## config.mk

```make
export PLATFORM = sky130hd
export DESIGN_NAME = d_counter_ctrl_flat
export DESIGN_NICKNAME = d
export VERILOG_FILES = /design/src/rtl/d_counter_ctrl_if.sv /design/src/rtl/d_counter_ctrl.sv /design/src/flat_wrapper.sv
export SDC_FILE = /design/constraint.sdc
export NUM_CORES = 1
export LEC_CHECK = 0
export ABC_CLOCK_PERIOD_IN_PS = 4000
export CORE_MARGIN = 2
export CORE_UTILIZATION = 40
export CTS_CLUSTER_SIZE = 30
export DETAILED_ROUTE_END_ITERATION = 10
export PLACE_DENSITY = 0.7
export SYNTH_ARGS = -nofsm -noshare
export SYNTH_HDL_FRONTEND = slang
export SYNTH_SLANG_ARGS = --single-unit
```

## constraint.sdc

```tcl
create_clock -name CLK -period 4 [get_ports CLK]
set_clock_uncertainty 0.05 [all_clocks]
set_input_delay 0.4 -clock CLK [delete_from_list [all_inputs] [get_ports CLK]]
set_output_delay 0.4 -clock CLK [all_outputs]
set_load 0.005 [all_outputs]
```

## src/rtl/d_counter_ctrl_if.sv

```systemverilog
// Host and counter-side signal bundle for d_counter_ctrl.
// D_CTRL_SNAPSHOT_EN adds the Snap capture output.
interface d_counter_ctrl_if #(
    parameter int WIDTH      = 8,
    parameter int PRESCALE_W = 4
);
    logic                  Start;
    logic                  Stop;
    logic                  Mode;
    logic [WIDTH-1:0]      TC;
    logic [PRESCALE_W-1:0] Prescale;
    logic [WIDTH-1:0]      Q;
    logic                  CNT_EN;
    logic                  CNT_CLR;
    logic                  Ready;
    logic                  Busy;
    logic                  Done;
    logic                  Ack;
    logic                  Overrun;
`ifdef D_CTRL_SNAPSHOT_EN
    logic [WIDTH-1:0]      Snap;

    modport master (
        output Start, Stop, Mode, TC, Prescale, Q, Ack,
        input  CNT_EN, CNT_CLR, Ready, Busy, Done, Overrun,
        input  Snap
    );
    modport slave (
        input  Start, Stop, Mode, TC, Prescale, Q, Ack,
        output CNT_EN, CNT_CLR, Ready, Busy, Done, Overrun,
        output Snap
    );
`else
    modport master (
        output Start, Stop, Mode, TC, Prescale, Q, Ack,
        input  CNT_EN, CNT_CLR, Ready, Busy, Done, Overrun
    );
    modport slave (
        input  Start, Stop, Mode, TC, Prescale, Q, Ack,
        output CNT_EN, CNT_CLR, Ready, Busy, Done, Overrun
    );
`endif
endinterface

```

## src/rtl/d_counter_ctrl.sv

```systemverilog
// Interval-timer sequencer for the D flip-flop counter (one-shot/periodic).
// Optional D_CTRL_SNAPSHOT_EN captures Q on Stop and TC on one-shot events.
module d_counter_ctrl #(
    parameter int WIDTH      = 8,
    parameter int PRESCALE_W = 4
) (
    input logic             CLK,
    input logic             Clear_n,
    d_counter_ctrl_if.slave bus
);
    localparam logic [1:0] IDLE  = 2'd0;
    localparam logic [1:0] CLEAR = 2'd1;
    localparam logic [1:0] RUN   = 2'd2;

    logic [1:0]            state;
    logic [WIDTH-1:0]      tc_reg;
    logic [PRESCALE_W-1:0] pre_reg;
    logic [PRESCALE_W-1:0] presc;
    logic                  mode_reg;
    logic                  done;
    logic                  overrun;
    logic                  accept;
    logic                  tc_hit;
    logic                  ev;
    logic                  tick;

    always_comb begin
        accept = (state == IDLE) && bus.Start && !bus.Stop;
        tc_hit = (state == RUN) && (bus.Q == tc_reg);
        ev     = tc_hit && !bus.Stop;
        tick   = (state == RUN) && !tc_hit && (presc == pre_reg);
    end

    // Stop suppresses both strobes so an abort never moves the counter
    assign bus.CNT_EN  = tick && !bus.Stop;
    assign bus.CNT_CLR = (state == CLEAR) && !bus.Stop;
    assign bus.Ready   = (state == IDLE);
    assign bus.Busy    = (state != IDLE);
    assign bus.Done    = done;
    assign bus.Overrun = overrun;

    always_ff @(posedge CLK or negedge Clear_n) begin
        if (!Clear_n) begin
            state    <= IDLE;
            presc    <= '0;
            tc_reg   <= '0;
            pre_reg  <= '0;
            mode_reg <= 1'b0;
        end else begin
            case (state)
                IDLE: begin
                    if (accept) begin
                        state    <= CLEAR;
                        tc_reg   <= bus.TC;
                        pre_reg  <= bus.Prescale;
                        mode_reg <= bus.Mode;
                    end
                end
                CLEAR: begin
                    presc <= '0;
                    state <= bus.Stop ? IDLE : RUN;
                end
                RUN: begin
                    if (bus.Stop) begin
                        state <= IDLE;
                    end else if (tc_hit) begin
                        state <= mode_reg ? CLEAR : IDLE;
                    end else if (tick) begin
                        presc <= '0;
                    end else begin
                        presc <= presc + 1'b1;
                    end
                end
                default: state <= IDLE;
            endcase
        end
    end

    // Ack arriving with an event keeps Done and leaves Overrun alone
    always_ff @(posedge CLK or negedge Clear_n) begin
        if (!Clear_n) begin
            done    <= 1'b0;
            overrun <= 1'b0;
        end else if (ev) begin
            done <= 1'b1;
            if (done && !bus.Ack)
                overrun <= 1'b1;
        end else if (bus.Ack) begin
            done    <= 1'b0;
            overrun <= 1'b0;
        end
    end

`ifdef D_CTRL_SNAPSHOT_EN
    logic [WIDTH-1:0] snap;

    always_ff @(posedge CLK or negedge Clear_n) begin
        if (!Clear_n)
            snap <= '0;
        else if ((state == RUN) && bus.Stop)
            snap <= bus.Q;
        else if (ev && !mode_reg)
            snap <= tc_reg;
    end

    assign bus.Snap = snap;
`endif
endmodule

```

## src/flat_wrapper.sv

```systemverilog
// flat-port wrapper written by rule: the top's interface ports become plain ports
module d_counter_ctrl_flat 
#(
    parameter int WIDTH      = 8,
    parameter int PRESCALE_W = 4
)
  (CLK, Clear_n, bus_Start, bus_Stop, bus_Mode, bus_TC, bus_Prescale, bus_Q, bus_Ack, bus_CNT_EN, bus_CNT_CLR, bus_Ready, bus_Busy, bus_Done, bus_Overrun);
  d_counter_ctrl_if #(.WIDTH(WIDTH), .PRESCALE_W(PRESCALE_W)) bus_i ();
  input logic CLK;
  input logic Clear_n;
  input wire logic [$bits(bus_i.Start)-1:0] bus_Start;
  input wire logic [$bits(bus_i.Stop)-1:0] bus_Stop;
  input wire logic [$bits(bus_i.Mode)-1:0] bus_Mode;
  input wire logic [$bits(bus_i.TC)-1:0] bus_TC;
  input wire logic [$bits(bus_i.Prescale)-1:0] bus_Prescale;
  input wire logic [$bits(bus_i.Q)-1:0] bus_Q;
  input wire logic [$bits(bus_i.Ack)-1:0] bus_Ack;
  output wire logic [$bits(bus_i.CNT_EN)-1:0] bus_CNT_EN;
  output wire logic [$bits(bus_i.CNT_CLR)-1:0] bus_CNT_CLR;
  output wire logic [$bits(bus_i.Ready)-1:0] bus_Ready;
  output wire logic [$bits(bus_i.Busy)-1:0] bus_Busy;
  output wire logic [$bits(bus_i.Done)-1:0] bus_Done;
  output wire logic [$bits(bus_i.Overrun)-1:0] bus_Overrun;
  assign bus_i.Start = bus_Start;
  assign bus_i.Stop = bus_Stop;
  assign bus_i.Mode = bus_Mode;
  assign bus_i.TC = bus_TC;
  assign bus_i.Prescale = bus_Prescale;
  assign bus_i.Q = bus_Q;
  assign bus_i.Ack = bus_Ack;
  assign bus_CNT_EN = bus_i.CNT_EN;
  assign bus_CNT_CLR = bus_i.CNT_CLR;
  assign bus_Ready = bus_i.Ready;
  assign bus_Busy = bus_i.Busy;
  assign bus_Done = bus_i.Done;
  assign bus_Overrun = bus_i.Overrun;
  d_counter_ctrl #(.WIDTH(WIDTH), .PRESCALE_W(PRESCALE_W)) u_core (.CLK(CLK), .Clear_n(Clear_n), .bus(bus_i));
endmodule
```

==> results.md, run 1 <==
- The arrival time reported for the critical path endpoint is roughly 2.0 ns.
- The wire length of the first global-routing pass is between 3 and 4 mm.
- The sequential cell area fraction in the yosys report is 0.503.
- The number of pins with negative max-slew slack in the final report is 0.
- The total overflow left after global routing is 0.
- The count of cells resized by post-cts repair is 0.
- The number of antenna diodes in the final layout is 0.
- The library cells used most frequently in the layout, excluding fill and tap cells, are sky130_fd_sc_hd__clkdlybuf4s50_1, sky130_fd_sc_hd__dfrtp_1, sky130_fd_sc_hd__mux2_2.
- The clock-pin slew of the registers on the worst-case setup and hold paths is about 0.11 ns.
- The initial core utilization is 0.422.
- The clock passes through at most 2 buffers.
- Buffers inserted to repair hold after CTS numbered 0.
- Entering global routing, the biggest net connects 22 pins.
- The class of the most critical setup path is reg2out.
- The count of nets left with antenna violations once routing finished came out at 0.
- Across the run, the number of max-cap violations was 0.
- After detailed routing, the total wire length is roughly 1.9 mm.
- STA puts the critical path data required time at approximately 3.6 ns.
- TritonCTS built the clock tree.
- In the final routed layout, each cell accounts on average for ~12 um.
- Timing would allow up to roughly 410 MHz.
- The clock insertion delay at the later pin of the skew report is 0.29 ns.
- The die covers a little over 0.003 mm2.
- The largest fanout on the critical path is 5.
- The flow ran to the end, and the final reports show no timing, DRC or antenna violations.
- The width of the die is around 55 um.
- The final count of negative-setup-slack endpoints is 0.
- Total power for the finished layout comes to a little under 0.6 mW.
- The net count of the mapped netlist is approximately 120.
- In the synthesized netlist, the number of instances is 90.
- The remaining max-slew budget at the tightest pin is 0.389.
- The number of global-route vias before repair was between 700 and 800.
- The HPWL after detailed placement is 1.52 mm.
- The clock period minus final worst setup slack is about 2.4 ns.
- For the pin with the worst max-slew slack, the measured transition is 0.914 ns.
- Setup repair after global routing left no endpoint under its margin.
- The cell at the root of the clock tree is sky130_fd_sc_hd__clkbuf_4.
- The critical path launch point type is a register.
- The number of antenna violations at the first check in global routing came to 0.
- The register with the most flip-flops in the layout has 8 of them.
- The floorplan has 18 rows.
- Across all layers, the routed design uses 756 vias.
- Across every metal layer, demand over resource in global routing totals 0.144.
- IR analysis of the VDD net gives a maximum drop of 0.254 mV.
- During I/O placement, the number of pins put on the boundary was 32.
- The fraction of the core area covered by cells at the end of the flow is 0.568.
- STA classifies the critical path endpoint as an output port.
- The final worst slack is between 1.5 and 2 ns.
- In the final layout, the share of cells above drive strength 1 is 0.161.
- The detailed-router iteration count before antenna repair is 2.
- The number of vias per cell after detailed routing is 4.91.
- During synthesis, Yosys emitted a total of 0 warnings.
- Fill cells in the final layout number ~240.
- For this run, the leading register cell type out of synthesis is sky130_fd_sc_hd__dfrtp_1.
- The total number of clock tree sinks is 21.
- The power per cell area is 415 mW/mm2.
- The final layout contains about 150 nets.
- The count of flip-flops with a built-in enable after synthesis is 0.
- For this block, the initial DRC count from the detailed router was 3.
- The mapped netlist covers about 0.0010 mm2.
- In the synthesized netlist the async set-or-reset flop fraction comes to 1.00.
- From bottom edge to top edge, the die measures roughly 55 um.
- The class of the worst hold path is reg2reg.
- The number of endpoints with negative hold slack in the final report was 0.
- Counting flops and latches in the post-synthesis netlist gives 21.
- The post-CTS setup buffer count is 0.
- Prior to clock tree synthesis, the placed netlist has a worst setup slack of 1.62 ns.
- In the finished design, the share of the clock period the worst path needs comes to 0.610.
- Port buffering added 31 buffers.
- Summed over all failing endpoints, the final setup total negative slack is 0 ns.
- The number of buffers inserted during clock tree synthesis is 3.
- The average cell area after synthesis is about 12 um2.
- For this design the static power due to leakage is 0.552 nW.
- The area of the core region is about 0.0025 mm2.
- The post-route DRC violation count is 0.
- The congestion estimate from routability-driven global placement came to approximately 0.7.
- The area growth from synthesis to layout is 34.7%.
- The most common library cell in the layout ignoring fill and taps is sky130_fd_sc_hd__clkdlybuf4s50_1.
- CTS built an H-tree with a depth of 1.
- The number of distinct library cell variants in the gate-level netlist after synthesis is 25.
- Hold timing on the final database bottoms out at a slack of 0.473 ns.
worst max-delay path: stages (launching register included):
cell	delay, ns
sky130_fd_sc_hd__dfrtp_1	0.42
sky130_fd_sc_hd__nand2b_2	0.22
sky130_fd_sc_hd__nor2_1	0.09
sky130_fd_sc_hd__nand4_1	0.19
sky130_fd_sc_hd__nor3_1	0.24
sky130_fd_sc_hd__clkdlybuf4s50_1	0.53
cell type report:
type	count	area, um2	share of cell area
Inverter	7	26.3	0.0187
Sequential cell	21	526	0.373
Tap cell	30	37.5	0.0267
Timing Repair Buffer	31	310	0.220
Multi-Input combinational cell	61	482	0.342
Clock buffer	4	26.3	0.0187
per-layer routing:
layer,vias up,part of all wire,GRT usage
met5,-,0,0
met4,0,0,0.0366
met3,0,0.063,0.0376
met2,21,0.49,0.254
met1,356,0.44,0.173
li1,379,-,-
cell usage after synthesis (2+ instances only):
cell | count | share of area
sky130_fd_sc_hd__nand2_1 | 2 | 0.0072
sky130_fd_sc_hd__nand3_1 | 5 | 0.024
sky130_fd_sc_hd__inv_1 | 7 | 0.025
sky130_fd_sc_hd__xnor2_1 | 11 | 0.092
sky130_fd_sc_hd__o21ai_0 | 6 | 0.029
sky130_fd_sc_hd__nor2_1 | 5 | 0.018
sky130_fd_sc_hd__nand4_1 | 3 | 0.018
sky130_fd_sc_hd__a31oi_1 | 2 | 0.012
sky130_fd_sc_hd__dfrtp_1 | 21 | 0.50
sky130_fd_sc_hd__mux2_2 | 13 | 0.14
power by group:
part	total, mW	leakage (nW)	internal [mW]	switching (mW)
clock	0.0975	0.0150	0.0387	0.0587
combinational	0.175	0.276	0.112	0.0628
sequential	0.312	0.261	0.266	0.0458
total	0.584	0.552	0.417	0.167
final timing paths:
check / start / endpoint / slack [ns] / depth (start not counted)
min in group asynchronous: Clear_n / u_core.presc[0]$_DFFE_PN0P_ / 0.56 / 1
min reg2reg: u_core.mode_reg$_DFFE_PN0P_ / u_core.mode_reg$_DFFE_PN0P_ / 0.47 / 1
max in group asynchronous: Clear_n / u_core.presc[1]$_DFFE_PN0P_ / 2.78 / 1
max: u_core.state[0]$_DFFE_PN0P_ / bus_CNT_EN / 1.56 / 5
min: u_core.mode_reg$_DFFE_PN0P_ / u_core.mode_reg$_DFFE_PN0P_ / 0.47 / 1
max reg2reg: u_core.state[1]$_DFFE_PN0P_ / u_core.pre_reg[1]$_DFFE_PN0P_ / 2.13 / 4
metrics by stage:
stage | instance area [um2] | instances
after floorplan | 1040 | 90
after global placement | 1380 | 150
after detailed placement | 1380 | 150
after CTS | 1410 | 154
after global routing | 1410 | 154
final | 1410 | 154
cells by family after synthesis:
logic type / synth area share
simple gates: 0.140
xor+xnor: 0.101
fa+ha+maj: 0.0120
flops: 0.503
buf+inv: 0.0359
compound gates: 0.0683
mux: 0.140
Power figures use the tool's default switching activity.
==> run 2, diff against run 1 <==
--- a/config.mk
+++ b/config.mk
@@ -5,12 +5,12 @@
 export SDC_FILE = /design/constraint.sdc
 export NUM_CORES = 1
 export LEC_CHECK = 0
-export ABC_CLOCK_PERIOD_IN_PS = 4000
+export ABC_CLOCK_PERIOD_IN_PS = 2100
 export CORE_MARGIN = 2
 export CORE_UTILIZATION = 40
 export CTS_CLUSTER_SIZE = 30
 export DETAILED_ROUTE_END_ITERATION = 10
-export PLACE_DENSITY = 0.7
+export PLACE_DENSITY = 0.73
 export SYNTH_ARGS = -nofsm -noshare
 export SYNTH_HDL_FRONTEND = slang
 export SYNTH_SLANG_ARGS = --single-unit
==> constraint.sdc (replaced) <==
create_clock -name CLK -period 2.1 [get_ports CLK]
set_clock_uncertainty 0.05 [all_clocks]
set_input_delay 0.21 -clock CLK [delete_from_list [all_inputs] [get_ports CLK]]
set_output_delay 0.21 -clock CLK [all_outputs]
set_load 0.005 [all_outputs]
==> run 2 against run 1 <==
- register-to-register slack got worse by 1.8 ns
- critical endpoint is now bus_CNT_CLR
- count of clock-buffer cells in the layout did not move
- critical path depth fell by 1
- largest cell class unchanged
- non-clock buffer count rose by 6
==> results.md, run 2 (synthesis gave the netlist of run 1 again) <==
- The flow ran to the end, and the final reports show no timing, DRC or antenna violations.
- The slew of the pin with the lowest slew margin is 0.387 ns (-0.527 ns).
- The largest net degree at the start of global routing is 22 (unchanged).
- The peak clock frequency supported by timing is ~510 MHz.
- The number of diodes added for antenna fixing was 0 (unchanged).
- The CTS H-tree depth was 1 (unchanged).
- The reported leakage power is 0.588 nW (+6.4%).
- The die height was 55.1 um (unchanged).
- The overall fraction of global-route tracks in use is 0.143 (-0.000892).
- The half-perimeter wire length after detailed placement is 1.58 mm (+3.6%).
- The number of buffers inserted during clock tree synthesis is 3 (unchanged).
- The number of nets with antenna violations after detailed routing came to 0 (unchanged).
- The via count is 793 (+4.9%).
- The total wire length came to 1.97 mm (+4.9%).
- The remaining global-route overflow came to 0 (unchanged).
- The area taken by flip-flops and latches is 526 um2 (unchanged).
- The number of global-route vias before repair came to 765 (+4.5%).
- The clock-pin slew of the registers on the worst-case setup and hold paths is 0.11 ns (about the same).
- Leaving out fill and tap cells, the most frequent cell in the layout is sky130_fd_sc_hd__clkdlybuf4s50_1.
- The critical path launch point type is a register.
- The post-route DRC violation count came to 0 (unchanged).
- The wire length of the first global-routing pass is 3.06 mm (-0.23%).
- In the layout the commonest cells are sky130_fd_sc_hd__clkdlybuf4s50_1, sky130_fd_sc_hd__dfrtp_1, sky130_fd_sc_hd__mux2_2.
- The width of the die is 55.1 um (unchanged).
- The average wire length per cell after detail routing came to 12.3 um (+0.98%).
- The power per cell area came to 784 mW/mm2 (+89%).
- The arrival time reported for the critical path endpoint is 1.70 ns (-0.29 ns).
- The number of antenna violations at the first check in global routing is 0 (unchanged).
- The tree is rooted in a sky130_fd_sc_hd__clkbuf_4.
- Compared with the post-synthesis result, the final layout area differs by 39.4%.
- The layout filler cell count is 232 (-4.5%).
- The max-cap violation count came to 0 (unchanged).
- The number of buffers between clock root and the deepest sink is 2 (unchanged).
- The final weighted congestion of routability-driven global placement is 0.744 (+4.4%).
- The clock period could shrink to 1.96 ns.
- The worst setup slack for register-to-register paths was 0.38 ns (-1.75 ns).
- The number of cell rows is 18 (unchanged).
- The number of hold buffers added after cts is 0 (unchanged).
- The flip-flop count of the largest register after layout is 8 (unchanged).
- The number of design-rule violations left by the first detailed-router iteration is 11 (+8).
- Setup repair after global routing left no endpoint under its margin.
- The class of the worst hold path is in2async.
- The number of vias per cell after detailed routing came to 4.96 (+0.96%).
- The clock insertion delay at the later pin of the skew report came to 0.29 ns (about the same).
- The number of endpoints with negative hold slack in the final report is 0 (unchanged).
- The clock tree from TritonCTS is yes.
- The number of pins with negative max-slew slack in the final report is 0 (unchanged).
- The number of top-level pins is 32 (unchanged).
- The required time at the worst-slack endpoint is 1.84 ns (-1.71 ns).
- The final count of negative-setup-slack endpoints was 0 (unchanged).
- The detailed-router iteration count before antenna repair is 4 (+2).
- The standard cell area after detailed placement is 0.00141 mm2 (+2.2%).
- The area of the core region came to 0.00248 mm2 (unchanged).
- The final sum of negative setup slack is 0 ns (unchanged).
- The initial core utilization is 0.422 (unchanged).
- The cell area after layout came to 0.00146 mm2 (+3.5%).
- The count of input and output buffers is 31 (unchanged).
- The overall die area is 0.00304 mm2 (unchanged).
- The multi-input logic area was 487 um2 (+1.0%).
- The class of the most critical setup path is reg2out.
- The layout net count is 158 (+3.9%).
- The total number of clock tree sinks is 21 (unchanged).
- The remaining max-slew budget at the tightest pin is 0.742 (+0.353).
- The worst setup path is captured at an output port.
- The largest fanout on the critical path is 5 (unchanged).
- The proportion of layout cells with a drive suffix above 1 is 0.208 (+0.0464).
- The share of the clock period used by the worst path is 0.934.
- The maximum VDD drop is 0.491 mV (+94%).
-- run 2: area by class of cell --
| type | count | share of cell area |
|---|---|---|
| multi-input combinational | 61 | 0.334 |
| timing repair buffer | 37 | 0.243 |
| sequential | 21 | 0.361 |
| inverter | 7 | 0.0180 |
| clock buffer | 4 | 0.0180 |
| tap | 30 | 0.0258 |
-- run 2: report_power, final --
group          total [mW]  switching, mW  internal, mW
combinational       0.361          0.132         0.229
clock               0.192          0.118        0.0738
sequential          0.589         0.0825         0.507
total                1.14          0.332         0.810
-- run 2: routing by layer --
metal | wire length (um) | vias up | track usage
met5 | 0 | - | 0
met4 | 0 | 0 | 0.0366
met3 | 137 | 0 | 0.0376
met2 | 995 | 29 | 0.256
met1 | 834 | 372 | 0.168
li1 | - | 392 | -
-- run 2: final timing paths --
path	start	end	depth (start not counted)
setup / recovery	u_core.state[0]$_DFFE_PN0P_	bus_CNT_CLR	4
hold / removal	Clear_n	u_core.presc[3]$_DFFE_PN0P_	2
setup reg to reg	u_core.state[0]$_DFFE_PN0P_	u_core.tc_reg[7]$_DFFE_PN0P_	6
hold reg to reg	u_core.mode_reg$_DFFE_PN0P_	u_core.mode_reg$_DFFE_PN0P_	1
max in group asynchronous	Clear_n	u_core.tc_reg[4]$_DFFE_PN0P_	2
min in group CLK	bus_Ack	u_core.bus.Overrun$_DFFE_PN0P_	2
-- run 2: critical path: stages, from the launching register on --
cell	delay (ns)
sky130_fd_sc_hd__dfrtp_1	0.36
sky130_fd_sc_hd__buf_4	0.12
sky130_fd_sc_hd__or2b_1	0.29
sky130_fd_sc_hd__nor2_1	0.12
sky130_fd_sc_hd__clkdlybuf4s50_1	0.51
-- run 2: per-stage QoR --
step	hold slack (ns)	setup slack (ns)	utilization	cells	power (mW)
floorplan	-0.136	0.468	-	90	0.814
global placement	0.442	0.125	0.570	154	0.936
detailed placement	0.455	0.104	0.570	154	0.951
CTS	0.187	0.127	0.588	160	1.16
global route	0.210	0.0204	0.588	160	1.23
finish	0.184	0.140	0.588	160	1.14
-- run 2: repair_timing --
| item | 4_1_cts | 5_1_grt |
|---|---|---|
| hold endpoints to repair | 0 | 0 |
| setup endpoints to repair | 1 | 0 |
| resized for setup | 2 | 0 |
| buffers inserted | 2 | 0 |
==> run 3, diff against run 2 <==
--- a/config.mk
+++ b/config.mk
@@ -8,9 +8,11 @@
 export ABC_CLOCK_PERIOD_IN_PS = 2100
 export CORE_MARGIN = 2
 export CORE_UTILIZATION = 40
+export CTS_BUF_LIST = sky130_fd_sc_hd__clkbuf_16
 export CTS_CLUSTER_SIZE = 30
 export DETAILED_ROUTE_END_ITERATION = 10
 export PLACE_DENSITY = 0.73
+export SLEW_MARGIN = 20
 export SYNTH_ARGS = -nofsm -noshare
 export SYNTH_HDL_FRONTEND = slang
 export SYNTH_SLANG_ARGS = --single-unit
==> run 3 against run 2 <==
- flip-flop and latch count is the same
- global-route usage rose by 0.52 points
- combinational power fell by 4%
- count of clock-buffer cells in the layout down 1
- non-clock buffer count is 2 lower
- cell count is 1.3% lower
- first-iteration DRC count decreased by 45%
- hold slack improved by 0.066 ns
- wire length up 2.4%
- register-to-register slack improved by 0.06 ns
- critical path type unchanged
==> results.md, run 3 (synthesis gave the netlist of run 1 again) <==
- The run finished with clean final reports.
- The total number of clock tree sinks is 21 (unchanged).
- The via count is 795 (+0.25%).
- The overall die area came to 0.00304 mm2 (unchanged).
- The average wire length per cell after detail routing is 12.7 um (+3.7%).
- The reported leakage power is 0.604 nW (+2.8%).
- The number of hold buffers added after cts came to 0 (unchanged).
- The layout filler cell count is 221 (-4.7%).
- The number of vias per cell after detailed routing is 5.03 (+1.5%).
- The post-route DRC violation count is 0 (unchanged).
- The required time at the worst-slack endpoint is 1.84 ns (about the same).
- The number of diodes added for antenna fixing is 0 (unchanged).
- The clock-pin slew of the registers on the worst-case setup and hold paths is 0.05 ns (-0.06 ns).
- The number of cell instances on the worst register-to-register path is 5 (-1).
- The detailed-router iteration count before antenna repair is 4 (unchanged).
- TritonCTS built the clock tree.
- The most common library cell in the layout ignoring fill and taps is sky130_fd_sc_hd__clkdlybuf4s50_1.
- The largest fanout on the critical path is 6 (+1).
- The final sum of negative setup slack came to 0 ns (unchanged).
- The cell at the root of the clock tree is sky130_fd_sc_hd__clkbuf_16.
- The count of input and output buffers is 31 (unchanged).
- The total wire length is 2.01 mm (+2.4%).
- The slew of the pin with the lowest slew margin was 0.389 ns (+0.00216 ns).
- The wire length of the first global-routing pass was 3.13 mm (+2.3%).
- The die height was 55.1 um (unchanged).
- The arrival time reported for the critical path endpoint came to 1.64 ns (-0.06 ns).
- The power per cell area is 892 mW/mm2 (+14%).
- The area of the core region is 0.00248 mm2 (unchanged).
- The number of buffers inserted during clock tree synthesis is 3 (unchanged).
- The peak clock frequency supported by timing is 527 MHz (+3.4%).
- From synthesis to final layout, the design area changed by 43.0%.
- The number of nets with antenna violations after detailed routing is 0 (unchanged).
- The worst setup path is captured at an output port.
- The half-perimeter wire length after detailed placement came to 1.58 mm (unchanged).
- The share of the clock period used by the worst path is 0.903 (-0.0304).
- The worst setup path is of the reg2out kind.
- The maximum VDD drop came to 0.541 mV (+10%).
- The number of global-route vias before repair is 754 (-1.4%).
- Setup repair after global routing left no endpoint under its margin.
- The largest net degree at the start of global routing is 22 (unchanged).
- The clock period minus final worst setup slack came to 1.90 ns (-0.0638 ns).
- The number of top-level pins is 32 (unchanged).
- In the layout the commonest cells are sky130_fd_sc_hd__clkdlybuf4s50_1, sky130_fd_sc_hd__dfrtp_1, sky130_fd_sc_hd__mux2_2.
- The number of cell rows was 18 (unchanged).
- The remaining max-slew budget at the tightest pin is 0.741 (-0.00144).
- The standard cell area after detailed placement was 0.00141 mm2 (unchanged).
- The flip-flop count of the largest register after layout is 8 (unchanged).
- The layout net count is 156 (-1.3%).
- The number of design-rule violations left by the first detailed-router iteration was 6 (-5).
- The number of pins with negative max-slew slack in the final report came to 0 (unchanged).
- The clock insertion delay at the later pin of the skew report was 0.25 ns (-0.04 ns).
- The final count of negative-setup-slack endpoints is 0 (unchanged).
- The max-cap violation count is 0 (unchanged).
- The width of the die came to 55.1 um (unchanged).
- The tightest min-delay check is of the in2async type.
- The CTS H-tree depth is 1 (unchanged).
- The number of antenna violations at the first check in global routing is 0 (unchanged).
- The remaining global-route overflow is 0 (unchanged).
- The number of endpoints with negative hold slack in the final report is 0 (unchanged).
- The final weighted congestion of routability-driven global placement is 0.744 (unchanged).
- The worst setup path is launched from a register.
- The cell area after layout was 0.00149 mm2 (+2.6%).
- The initial core utilization was 0.422 (unchanged).
- The proportion of layout cells with a drive suffix above 1 is 0.195 (-0.0124).
- The number of buffers between clock root and the deepest sink is 2 (unchanged).
- The overall fraction of global-route tracks in use is 0.148 (+0.00520).
[run 3: cell types whose count changed in the layout (fill, tap and decap cells not counted), sizes merged]
| cell | before | now |
|---|---|---|
| buf | 6 | 4 |
| clkbuf | 4 | 3 |
| inv | 7 | 8 |
[run 3: worst paths after layout]
| check | endpoint | from | slack, ns |
|---|---|---|---|
| max in group asynchronous | u_core.bus.Done$_DFFE_PN0P_ | Clear_n | 1.54 |
| min reg2reg | u_core.mode_reg$_DFFE_PN0P_ | u_core.mode_reg$_DFFE_PN0P_ | 0.47 |
| min | u_core.presc[3]$_DFFE_PN0P_ | Clear_n | 0.25 |
| min in group CLK | u_core.mode_reg$_DFFE_PN0P_ | u_core.mode_reg$_DFFE_PN0P_ | 0.47 |
| max reg2reg | u_core.presc[2]$_DFFE_PN0P_ | u_core.state[0]$_DFFE_PN0P_ | 0.44 |
| max | bus_CNT_CLR | u_core.state[1]$_DFFE_PN0P_ | 0.20 |
[run 3: cell type report]
cell class	count	area (um2)	share of cell area
Sequential cell	21	526	0.352
Tap cell	30	37.5	0.0251
Clock inverter	1	3.75	0.00251
Clock buffer	3	75.1	0.0503
Timing Repair Buffer	35	339	0.227
Inverter	7	26.3	0.0176
Multi-Input combinational cell	61	487	0.326
[run 3: what timing repair did]
action,in CTS,in global routing
resized for setup,2,0
buffers inserted,0,0
setup endpoints to repair,1,0
[run 3: through the flow]
stage / instances / hold WS, ns / worst slack [ns] / power (mW) / utilization
after floorplan: 90 / -0.136 / 0.468 / 0.814 / -
after global placement: 154 / 0.442 / 0.125 / 0.936 / 0.570
after detailed placement: 154 / 0.455 / 0.104 / 0.951 / 0.570
after CTS: 158 / 0.259 / 0.197 / 1.35 / 0.603
after global routing: 158 / 0.296 / 0.109 / 1.42 / 0.603
final: 158 / 0.250 / 0.203 / 1.33 / 0.603
[run 3: worst max-delay path, stage by stage (launching register included)]
cell and delay [ns]:
sky130_fd_sc_hd__dfrtp_1 0.44, sky130_fd_sc_hd__or2b_1 0.32, sky130_fd_sc_hd__nor2_1 0.12, sky130_fd_sc_hd__clkdlybuf4s50_1 0.52
[run 3: power by group]
group	internal, mW	leakage, nW	total (mW)	switching, mW
Combinational	0.220	0.301	0.346	0.126
Clock	0.253	0.0423	0.391	0.137
Sequential	0.508	0.261	0.596	0.0879
Total	0.981	0.604	1.33	0.351
[run 3: metal layers]
metal | up-vias | share of wire | routed length (um) | track usage
li1 | 391 | - | - | -
met1 | 378 | 0.43 | 875 | 0.179
met2 | 26 | 0.50 | 1010 | 0.256
met3 | 0 | 0.064 | 128 | 0.0457
met4 | 0 | 0 | 0 | 0.0366
met5 | - | 0 | 0 | 0
